### src/rtl/fifo_rd_axis.sv
`default_nettype none
//==============================================================================
// Module   : fifo_rd_axis
// Purpose  : Read-side consumer of an async FIFO. It pops FIFO words and
//            presents them as an AXI4-Stream master with full backpressure.
//            Beats are grouped into packets of PKT_LEN, where tlast marks the
//            final beat. A 32-bit count of completed packets is kept.
//
// Parameters
//   DBITS      data width; matches the FIFO data width
//   SHOWAHEAD  1: fifo_rd_data is the head word while !fifo_empty
//              0: fifo_rd_data is valid one cycle after fifo_rd_en
//   PKT_LEN    beats per packet, 1..65535
//
// Ports
//   clk            in   read-side clock (FIFO read clock)
//   rst_n          in   asynchronous active-low reset, released synchronously
//   en             in   1: fetch from the FIFO; 0: stop new reads and drain
//   fifo_empty     in   FIFO empty flag
//   fifo_rd_en     out  FIFO read enable
//   fifo_rd_data   in   FIFO read data
//   m_axis_tvalid  out  stream valid
//   m_axis_tready  in   stream ready
//   m_axis_tdata   out  stream data
//   m_axis_tlast   out  last beat of a packet
//   pkt_cnt        out  completed packets, wraps at 2^32
//
// Revision : 1.0  initial release
//==============================================================================
module fifo_rd_axis #(
    parameter int DBITS     = 16,
    parameter int SHOWAHEAD = 1,
    parameter int PKT_LEN   = 256
) (
    input  logic             clk,
    input  logic             rst_n,
    input  logic             en,
    input  logic             fifo_empty,
    output logic             fifo_rd_en,
    input  logic [DBITS-1:0] fifo_rd_data,
    output logic             m_axis_tvalid,
    input  logic             m_axis_tready,
    output logic [DBITS-1:0] m_axis_tdata,
    output logic             m_axis_tlast,
    output logic [31:0]      pkt_cnt
);

    localparam int         c_DEPTH     = 4;
    localparam logic [2:0] c_RD_LIMIT  = 3'd3;
    localparam logic [15:0] c_BEAT_LAST = 16'(PKT_LEN - 1);

    // Output buffer and bookkeeping
    logic [DBITS-1:0] r_buf [c_DEPTH];
    logic [1:0]       r_wr_ptr;
    logic [1:0]       r_rd_ptr;
    logic [2:0]       r_count;
    logic             r_inflight;
    logic [15:0]      r_beat;
    logic [31:0]      r_pkt_cnt;

    logic             w_rd_en;
    logic             w_push;
    logic             w_pop;
    logic             w_beat_last;
    logic [2:0]       w_pending;

    // Words already committed to the buffer: stored ones plus the one whose
    // data is still on its way from a non-showahead FIFO.
    assign w_pending = r_count + {2'b00, r_inflight};

    // Read decision depends only on registered state, en and fifo_empty, so
    // there is no combinational path from tready to the FIFO. Limiting the
    // commitment to 3 words leaves room for a read in flight while the
    // buffer stays within its 4 entries. rst_n keeps the read enable low
    // for the whole reset period.
    assign w_rd_en    = rst_n & en & ~fifo_empty & (w_pending < c_RD_LIMIT);
    assign fifo_rd_en = w_rd_en;

    // Capture point: a showahead FIFO presents the word during the read
    // cycle itself; otherwise the word arrives in the following cycle.
    generate
        if (SHOWAHEAD != 0) begin : g_showahead
            assign w_push = w_rd_en;
        end else begin : g_registered
            assign w_push = r_inflight;
        end
    endgenerate

    assign m_axis_tvalid = (r_count != 3'd0);
    assign m_axis_tdata  = r_buf[r_rd_ptr];
    assign w_pop         = m_axis_tvalid & m_axis_tready;
    assign w_beat_last   = (r_beat == c_BEAT_LAST);
    assign m_axis_tlast  = m_axis_tvalid & w_beat_last;
    assign pkt_cnt       = r_pkt_cnt;

    // In-flight marker for the non-showahead FIFO; stays 0 otherwise.
    always_ff @(posedge clk or negedge rst_n) begin
        if (!rst_n) begin
            r_inflight <= 1'b0;
        end else begin
            r_inflight <= (SHOWAHEAD == 0) ? w_rd_en : 1'b0;
        end
    end

    // Buffer write side
    always_ff @(posedge clk or negedge rst_n) begin
        if (!rst_n) begin
            for (int k = 0; k < c_DEPTH; k++) begin
                r_buf[k] <= '0;
            end
            r_wr_ptr <= 2'd0;
        end else if (w_push) begin
            r_buf[r_wr_ptr] <= fifo_rd_data;
            r_wr_ptr        <= r_wr_ptr + 2'd1;
        end
    end

    // Buffer read side
    always_ff @(posedge clk or negedge rst_n) begin
        if (!rst_n) begin
            r_rd_ptr <= 2'd0;
        end else if (w_pop) begin
            r_rd_ptr <= r_rd_ptr + 2'd1;
        end
    end

    // Occupancy: a push and a pop in the same cycle cancel out
    always_ff @(posedge clk or negedge rst_n) begin
        if (!rst_n) begin
            r_count <= 3'd0;
        end else if (w_push && !w_pop) begin
            r_count <= r_count + 3'd1;
        end else if (!w_push && w_pop) begin
            r_count <= r_count - 3'd1;
        end
    end

    // Packetizer: the beat position survives en deassertion, so a paused
    // packet resumes where it stopped.
    always_ff @(posedge clk or negedge rst_n) begin
        if (!rst_n) begin
            r_beat    <= 16'd0;
            r_pkt_cnt <= 32'd0;
        end else if (w_pop) begin
            if (w_beat_last) begin
                r_beat    <= 16'd0;
                r_pkt_cnt <= r_pkt_cnt + 32'd1;
            end else begin
                r_beat    <= r_beat + 16'd1;
            end
        end
    end

endmodule
`default_nettype wire

### config.mk
export PLATFORM = sky130hd
export DESIGN_NAME = fifo_rd_axis
export DESIGN_NICKNAME = d
export VERILOG_FILES = /design/src/rtl/fifo_rd_axis.sv
export SDC_FILE = /design/constraint.sdc
export NUM_CORES = 1
export LEC_CHECK = 0
export BUFFER_PORTS_ARGS = -buffer_cell sky130_fd_sc_hd__clkbuf_2
export CAP_MARGIN = 0
export CORE_UTILIZATION = 40
export DETAILED_ROUTE_END_ITERATION = 10
export SYNTH_ARGS = -nofsm -noshare
export SYNTH_HDL_FRONTEND = slang
export SYNTH_SLANG_ARGS = --single-unit
### constraint.sdc
create_clock -name clk -period 2.67 [get_ports clk]
set_input_delay 0.6675 -clock clk [delete_from_list [all_inputs] [get_ports clk]]
set_output_delay 0.6675 -clock clk [all_outputs]
set_load 0.01 [all_outputs]
== Word-level counts from Yosys, hierarchy flattened ==
Cells that the tools add are included.
Word-level totals
  register bits: 119
  logic and storage cells: 45
Cells by class
  $lt $le $gt $ge: 4
  bitwise operators: 8
  $add $sub $neg: 6
  muxes and demuxes: 9
  equal/unequal tests: 1
  reductions and logical operators: 8
Operators by type and width (number)
  $bwmux 64: 1
  $mux 16: 4
  $add 32x1->32 const B: 1
  $bmux 16 s2: 1
  $demux 16 s2: 1
  $add 16x1->16 const B: 1
  $eq 16x8->1 const B: 1
  $ge 3x3->1 const B: 2
  $mux 3: 2
  $not 2->3: 2
  $and 1x1->1: 5
  $add 2x1->2 const B: 2
  $add 3x1->3 const B: 1
  $logic_and 1x1->1: 3
  $lt 3x1->1 const B: 1
  $lt 3x2->1 const B: 1
  $reduce_bool 3->1: 1
  $sub 3x1->3 const B: 1
  $logic_not 1->1: 2
  $reduce_and 2->1: 1
  $reduce_bool 2->1: 1
  $not 1->1: 1

== Logic depth before layout (Yosys ltp) ==
Gate-level depths: netlist of run 1.
  depth after elaboration: 7
  depth in mapped cells: 9
  gate-level depth less buffers: 9

== Worst setup path after synthesis of run 1 ==
OpenSTA, ideal clock, no wires.
  path kind: input to register
  from: in rst_n
  to: reg r_count[2]
  path buffers: 0
  setup time: 0.079 ns
  path slack: 0.098 ns
  data arrival time: 2.492 ns
  stages: 8
  cells stage by stage: nand2_1 -> a2111oi_4 -> ha_1 -> inv_1 -> fa_1 -> xor2_1 -> nor2_1 -> xor2_1
On the way
  cells in the longest elaborated chain, start to end: 6
RTL lines
  start, declared: line 36  | input logic rst_n,
  $and 1x1->1 (*) (3 in series): line 76  | assign w_rd_en = rst_n & en & ~fifo_empty & (w_pending < c_RD_LIMIT);
  via fifo_rd_en: line 39  | output logic fifo_rd_en,
  $logic_not 1->1: line 133  | end else if (!w_push && w_pop) begin
  $logic_and 1x1->1: line 133
  $reduce_bool 2->1 (no source line)
  end signal, assigned: line 132  | r_count <= r_count + 3'd1;
  end signal, assigned: line 134  | r_count <= r_count - 3'd1;
  end, declared: line 56  | logic [2:0] r_count;
The timed path passes the listed nets; every way through them passes the cells marked *.
A chain may end at the register's enable or synchronous reset.

== Worst setup path after layout of run 1 ==
  from: reg r_beat[9]
  to: out m_axis_tlast
On the way
  cells in the longest elaborated chain, start to end: 2
RTL lines
  start, declared: line 58  | logic [15:0] r_beat;
  start signal, assigned: line 149  | r_beat <= r_beat + 16'd1;
  $eq 16x8->1: line 92  | assign w_beat_last = (r_beat == c_BEAT_LAST);
  $and 1x1->1: line 93  | assign m_axis_tlast = m_axis_tvalid & w_beat_last;
  end, declared: line 44  | output logic m_axis_tlast,
No other way between the ends.

==> metrics.txt, run 1 <==
Max clock buf depth 2; Max Clock Skew 7.26 ps; Max Slew Vio Count 0; depth of the CTS H-tree 4; initial core utilization 41.6%; die area 0.0144 mm2; FF-to-FF End r_count[2]$_DFFE_PN0P_; R2R cell count 9; global-route wire length before repair 19400 um; fmax 0.401 GHz; sequential share of the synthesized area 53.4%; Power Density 972 mW/mm2; Avg Cell Area, Syn 13.5 um2; number of I/O pins 72; Syn Std Cell Area 0.00557 mm2; peak fanout along the critical path 6; Via Count 3567; Max rail drop VDD 0.518 mV; FFs w/ async S/R, synth 100%; most frequent cells in the layout dfrtp_1 (119), clkbuf_2 (70), mux2_2 (66), xor2_1 (30), nand2_1 (25); critical path arrival 1830 ps; Final #Nets 531; top_reg_cell synth dfrtp_1; Worst Setup EP m_axis_tlast; initial antenna violation count 0; setup TNS 0 ps; Ant. Diodes 0; Initial DRC Count 159; CTS root buffer clkbuf_16; crit path kind flip-flop to primary output; CP Launch Type flip-flop; Yosys reg bits 119; Yosys top cell by area dfrtp_1; Synth top area share 53.4%; Slew HR 47.1%; Tot Pwr 6.62 mW; cell count after synthesis 413; die height 120 um; worst skew pair latency 420 ps; Core Region 0.0134 mm2; Final period util 93.5%; DR WL/cell 16.6 um; Worst-path clk slew 50 ps; status finished clean; syn_nets 442; Max-Cap Viols 0; Slowest-stage cell, CP dfrtp_1; row count 42; vias in the first global route 3757; Netlist cell types 34; layout cells sized above 1 43.5%; final hold vios 0; RSZ-0062 raised after global routing no; Critical R2R Launch r_count[2]$_DFFE_PN0P_; post-route ant nets 0; CTS tree yes; Post-synth EDFFs 0; Cell Chain, Critical Path nor4_4, nand3_1, nor3_4, and2_1, clkbuf_2; die outline width 120 um; WP data required 2000 ps; commonest non-fill, non-tap cell in the layout dfrtp_1; average vias per placed instance 5.16; Critical Path Start r_beat[9]$_DFFE_PN0P_; total CTS buffers 17; grt total ovfl 0; CP max stage delay 450 ps; critical path endpoint category primary output; Synth area leaders dfrtp_1 (53%), mux2_2 (13%), mux4_2 (6.5%); drt pass-1 iters 5; largest net degree at the start of global routing 65; Port Buffers 71; drt drc 0; setup violators final 0; Final min period 2500 ps; area grow syn2layout 22.3%; DP HPWL 7440 um; GRT Util Overall 17.7%; total wire length 11500 um; CTS sink cnt 119; internal reg-to-reg setup slack 250 ps; worst slew pin tran 794 ps; P_leak 3.29 nW; gpl congestion 0.754; Syn. warnings 0; worst min path class input pin to async pin
==> through the flow <==
| step | util, % | setup WS (ps) | area, um2 | hold WS (ps) | cells |
|---|---|---|---|---|---|
| 2_1_floorplan | - | 98.4 | 5570 | 372 | 413 |
| 3_3_place_gp | 46.0 | 312 | 6170 | 465 | 656 |
| 3_5_place_dp | 46.0 | 261 | 6170 | 467 | 656 |
| 4_1_cts | 50.7 | 45.8 | 6790 | 455 | 688 |
| 5_1_grt | 50.9 | 60.9 | 6820 | 488 | 691 |
| 6_report | 50.9 | 175 | 6820 | 419 | 691 |
==> power breakdown <==
part | leakage [nW] | switching (mW) | internal, mW
clock network | 0.282 | 0.818 | 1.49
registers | 1.54 | 0.311 | 2.32
logic | 1.47 | 0.725 | 0.961
==> cell families (layout without fill, tap and decap cells) <==
kind of cell             Yosys count  in the layout  share of synthesized area, %
AO/OA/AOI/OAI                     10             10                          1.37
XOR/XNOR                          48             48                          7.55
adder cells (fa/ha/maj)            8              8                          1.93
buffers and inverters             29            131                          2.43
flip-flops                       119            119                          53.4
multiplexers                      82             82                          19.8
AND/OR/NAND/NOR                  117            117                          13.5
==> flip-flops by register name, indices dropped and copies added (netlist names) <==
signal / count
r_buf: 64
pkt_cnt: 32
r_beat: 16
r_count: 3
r_rd_ptr: 2
r_wr_ptr: 2
==> cell usage after synthesis (all sizes together) (2+ instances only) <==
| library cell | count |
|---|---|
| or3 | 2 |
| ha | 7 |
| nor2 | 6 |
| buf | 14 |
| and4 | 5 |
| and3 | 6 |
| nand4 | 12 |
| xnor2 | 18 |
| mux4 | 16 |
| dfrtp | 119 |
| clkbuf | 2 |
| inv | 13 |
| mux2 | 66 |
| a21oi | 2 |
| xor2 | 30 |
| and2 | 6 |
| nor3 | 14 |
| nor4 | 22 |
| nand2 | 29 |
| o21ai | 6 |
| nand3 | 13 |
==> worst min path at each step <==
stage                       startpoint                       to  cells after the start
4_1_cts                          rst_n    r_buf[51]$_DFFE_PN0P_                      2
6_report                         rst_n    r_buf[51]$_DFFE_PN0P_                      2
3_3_place_gp   r_rd_ptr[1]$_DFFE_PN0P_  r_rd_ptr[1]$_DFFE_PN0P_                      1
2_1_floorplan                    rst_n   pkt_cnt[0]$_DFFE_PN0P_                      0
3_5_place_dp   r_rd_ptr[1]$_DFFE_PN0P_  r_rd_ptr[1]$_DFFE_PN0P_                      1
5_1_grt                          rst_n    r_buf[51]$_DFFE_PN0P_                      2
==> per-layer routing <==
metal,GRT usage [%],wire [um],up-vias
met5,0,0,-
met4,7.03,100,0
met3,5.32,533,15
met2,28.0,5560,81
met1,22.7,5300,1799
li1,-,-,1672
==> area by class of cell <==
class                           count  area, um2
Clock inverter                     12        153
Clock buffer                       20        447
Sequential cell                   119       2980
Fill cell                        1199       6580
Tap cell                          176        220
Multi-Input combinational cell    265       2490
Timing Repair Buffer               86        483
Inverter                           13       48.8
==> worst max-delay path, delay by kind of cell (launching register included) <==
kind | cells | cell delay, ps
DFF | 1 | 450
and+or+nand+nor | 4 | 830
buffers and inverters | 1 | 130
==> repair_timing <==
action,in CTS,in global routing
resized for setup,3,1
endpoints found under the setup margin,1,1
pin swaps,0,2
setup buffers,0,3
hold buffers,0,0
Power figures use the tool's default switching activity.
==> inputs of run 2 (changes only) <==
==> constraint.sdc (replaced) <==
create_clock -name clk -period 2.67 [get_ports clk]
set_input_delay 0.6675 -clock clk [delete_from_list [all_inputs] [get_ports clk]]
set_output_delay 0.6675 -clock clk [all_outputs]
set_load 0.05 [all_outputs]
==> metrics.txt, run 2 (same netlist as run 1, synthesis figures left out) <==
area grow syn2layout 23.4%; crit path kind flip-flop to primary output; Slew HR 56.1% (+9.1 points); CTS sink cnt 119 (unchanged); status finished clean; critical path arrival 1870 ps (+40 ps); hold_buf cts 0 (unchanged); final std cells w/o fill 686 (-0.72%); Max clock buf depth 2 (unchanged); post-route ant nets 0 (unchanged); depth of the CTS H-tree 4 (unchanged); CP Launch Type flip-flop; Ant. Diodes 0 (unchanged); internal reg-to-reg setup slack 230 ps (-20 ps); average vias per placed instance 5.14 (-0.40%); die outline width 120 um (unchanged); Core Region 0.0134 mm2 (unchanged); CTS tree yes; initial antenna violation count 0 (unchanged); RSZ-0062 raised after global routing no; P_leak 3.31 nW (+0.50%); row count 42 (unchanged); number of I/O pins 72 (unchanged); worst slew pin tran 658 ps (-136 ps); Worst-path clk slew 50 ps (about the same); critical path endpoint category primary output; worst skew pair latency 410 ps (about the same); grt total ovfl 0 (unchanged); gpl congestion 0.775 (+2.7%); Largest Register r_buf; number of flip-flops in the largest register 64 (unchanged); Final #Nets 527 (-0.75%); Tot Pwr 7.43 mW (+12%); Port Buffers 71 (unchanged); GRT Util Overall 17.1% (-0.63 points); Power Density 1080 mW/mm2 (+11%); commonest non-fill, non-tap cell in the layout dfrtp_1; worst min path class input pin to async pin; largest net degree at the start of global routing 120 (+85%); drt pass-1 iters 4 (-1); final hold slack 348 ps (-70.6 ps); Critical R2R Launch r_count[1]$_DFFE_PN0P_; total wire length 11000 um (-4.1%); die area 0.0144 mm2 (unchanged); fmax 0.394 GHz (-1.7%); setup TNS 0 ps (unchanged); initial core utilization 41.6% (unchanged); Max Slew Vio Count 0 (unchanged); Final min period 2540 ps (+42.1 ps); Initial DRC Count 155 (-2.5%); DP HPWL 6990 um (-6.1%); Via Count 3527 (-1.1%); die height 120 um (unchanged); CTS root buffer clkbuf_16; Final period util 95.0% (+1.6 points); placed insts 655 (-0.15%); fillers 1179 (-1.7%); peak fanout along the critical path 7 (+1); most frequent cells in the layout dfrtp_1 (117), clkbuf_2 (68), mux2_2 (66), xor2_1 (30), nand2_1 (25); layout cells sized above 1 43.1% (-0.36 points); total CTS buffers 17 (unchanged); WP data required 2000 ps (about the same); global-route wire length before repair 18700 um (-3.4%); vias in the first global route 3739 (-0.48%); drt drc 0 (unchanged); Max-Cap Viols 0 (unchanged); Critical Path Start r_beat[8]$_DFFE_PN0P_; setup violators final 0 (unchanged); Max rail drop VDD 0.434 mV (-16%); DR WL/cell 16.1 um (-3.4%); Max Clock Skew 7.66 ps (+0.399 ps); final hold vios 0 (unchanged)
run 2: cell count changes in the layout (fill, tap and decap cells not counted):
cell,previous run,this run
clkbuf_4,0,1
clkbuf_1,2,3
clkinv_2,3,0
dfrtp_2,0,2
dfrtp_1,119,117
buf_12,1,3
clkbuf_8,1,4
bufinv_16,3,5
buf_4,15,10
clkinvlp_4,4,2
clkbuf_2,70,68
clkinv_4,2,0
run 2: worst max-delay path: stages (launching register included):
cell and delay, ps:
dfrtp_2 450, nor4_4 300, nand3_1 160, nor3_4 180, and2_1 150, clkbuf_4 220
run 2: per-stage QoR:
stage | area, um2 | utilization, % | worst slack [ps]
2_1_floorplan | 5570 | - | -226
3_5_place_dp | 6190 | 46.2 | 276
3_3_place_gp | 6190 | 46.2 | 339
4_1_cts | 6850 | 51.1 | 31.3
5_1_grt | 6880 | 51.3 | 15.9
6_report | 6880 | 51.3 | 133
run 2: power by group:
group / leakage [nW] / switching, mW / internal [mW] / total, mW
logic: 1.46 / 1.32 / 0.954 / 2.27
registers: 1.54 / 0.319 / 2.32 / 2.64
clock network: 0.313 / 0.770 / 1.75 / 2.52
run 2: worst paths after layout:
kind | endpoint | cells after the start
worst min register to register | r_rd_ptr[1]$_DFFE_PN0P_ | 1
worst max-delay path | m_axis_tlast | 5
worst max register to register | r_count[2]$_DFFE_PN0P_ | 9
min in group clk | r_rd_ptr[1]$_DFFE_PN0P_ | 1
max in group asynchronous | r_beat[9]$_DFFE_PN0P_ | 2
worst min-delay path | r_buf[35]$_DFFE_PN0P_ | 2
run 2: timing repair:
item	4_1_cts	5_1_grt
resized for setup	2	5
pin swaps	0	0
buffers inserted	0	0
setup endpoints to repair	1	1
run 2: cell type report:
type	instances	area, um2	share of cell area [%]
Timing Repair Buffer	82	483	7.02
Clock inverter	7	165	2.40
Inverter	13	48.8	0.710
Sequential cell	119	2980	43.3
Multi-Input combinational cell	265	2490	36.2
Clock buffer	24	492	7.15
Tap cell	176	220	3.20
run 2: routing by layer:
metal | GRT usage, % | share of wire (%)
met5 | 0 | 0
met4 | 5.39 | 1.3
met3 | 5.75 | 4.6
met2 | 26.9 | 47
met1 | 22.1 | 47
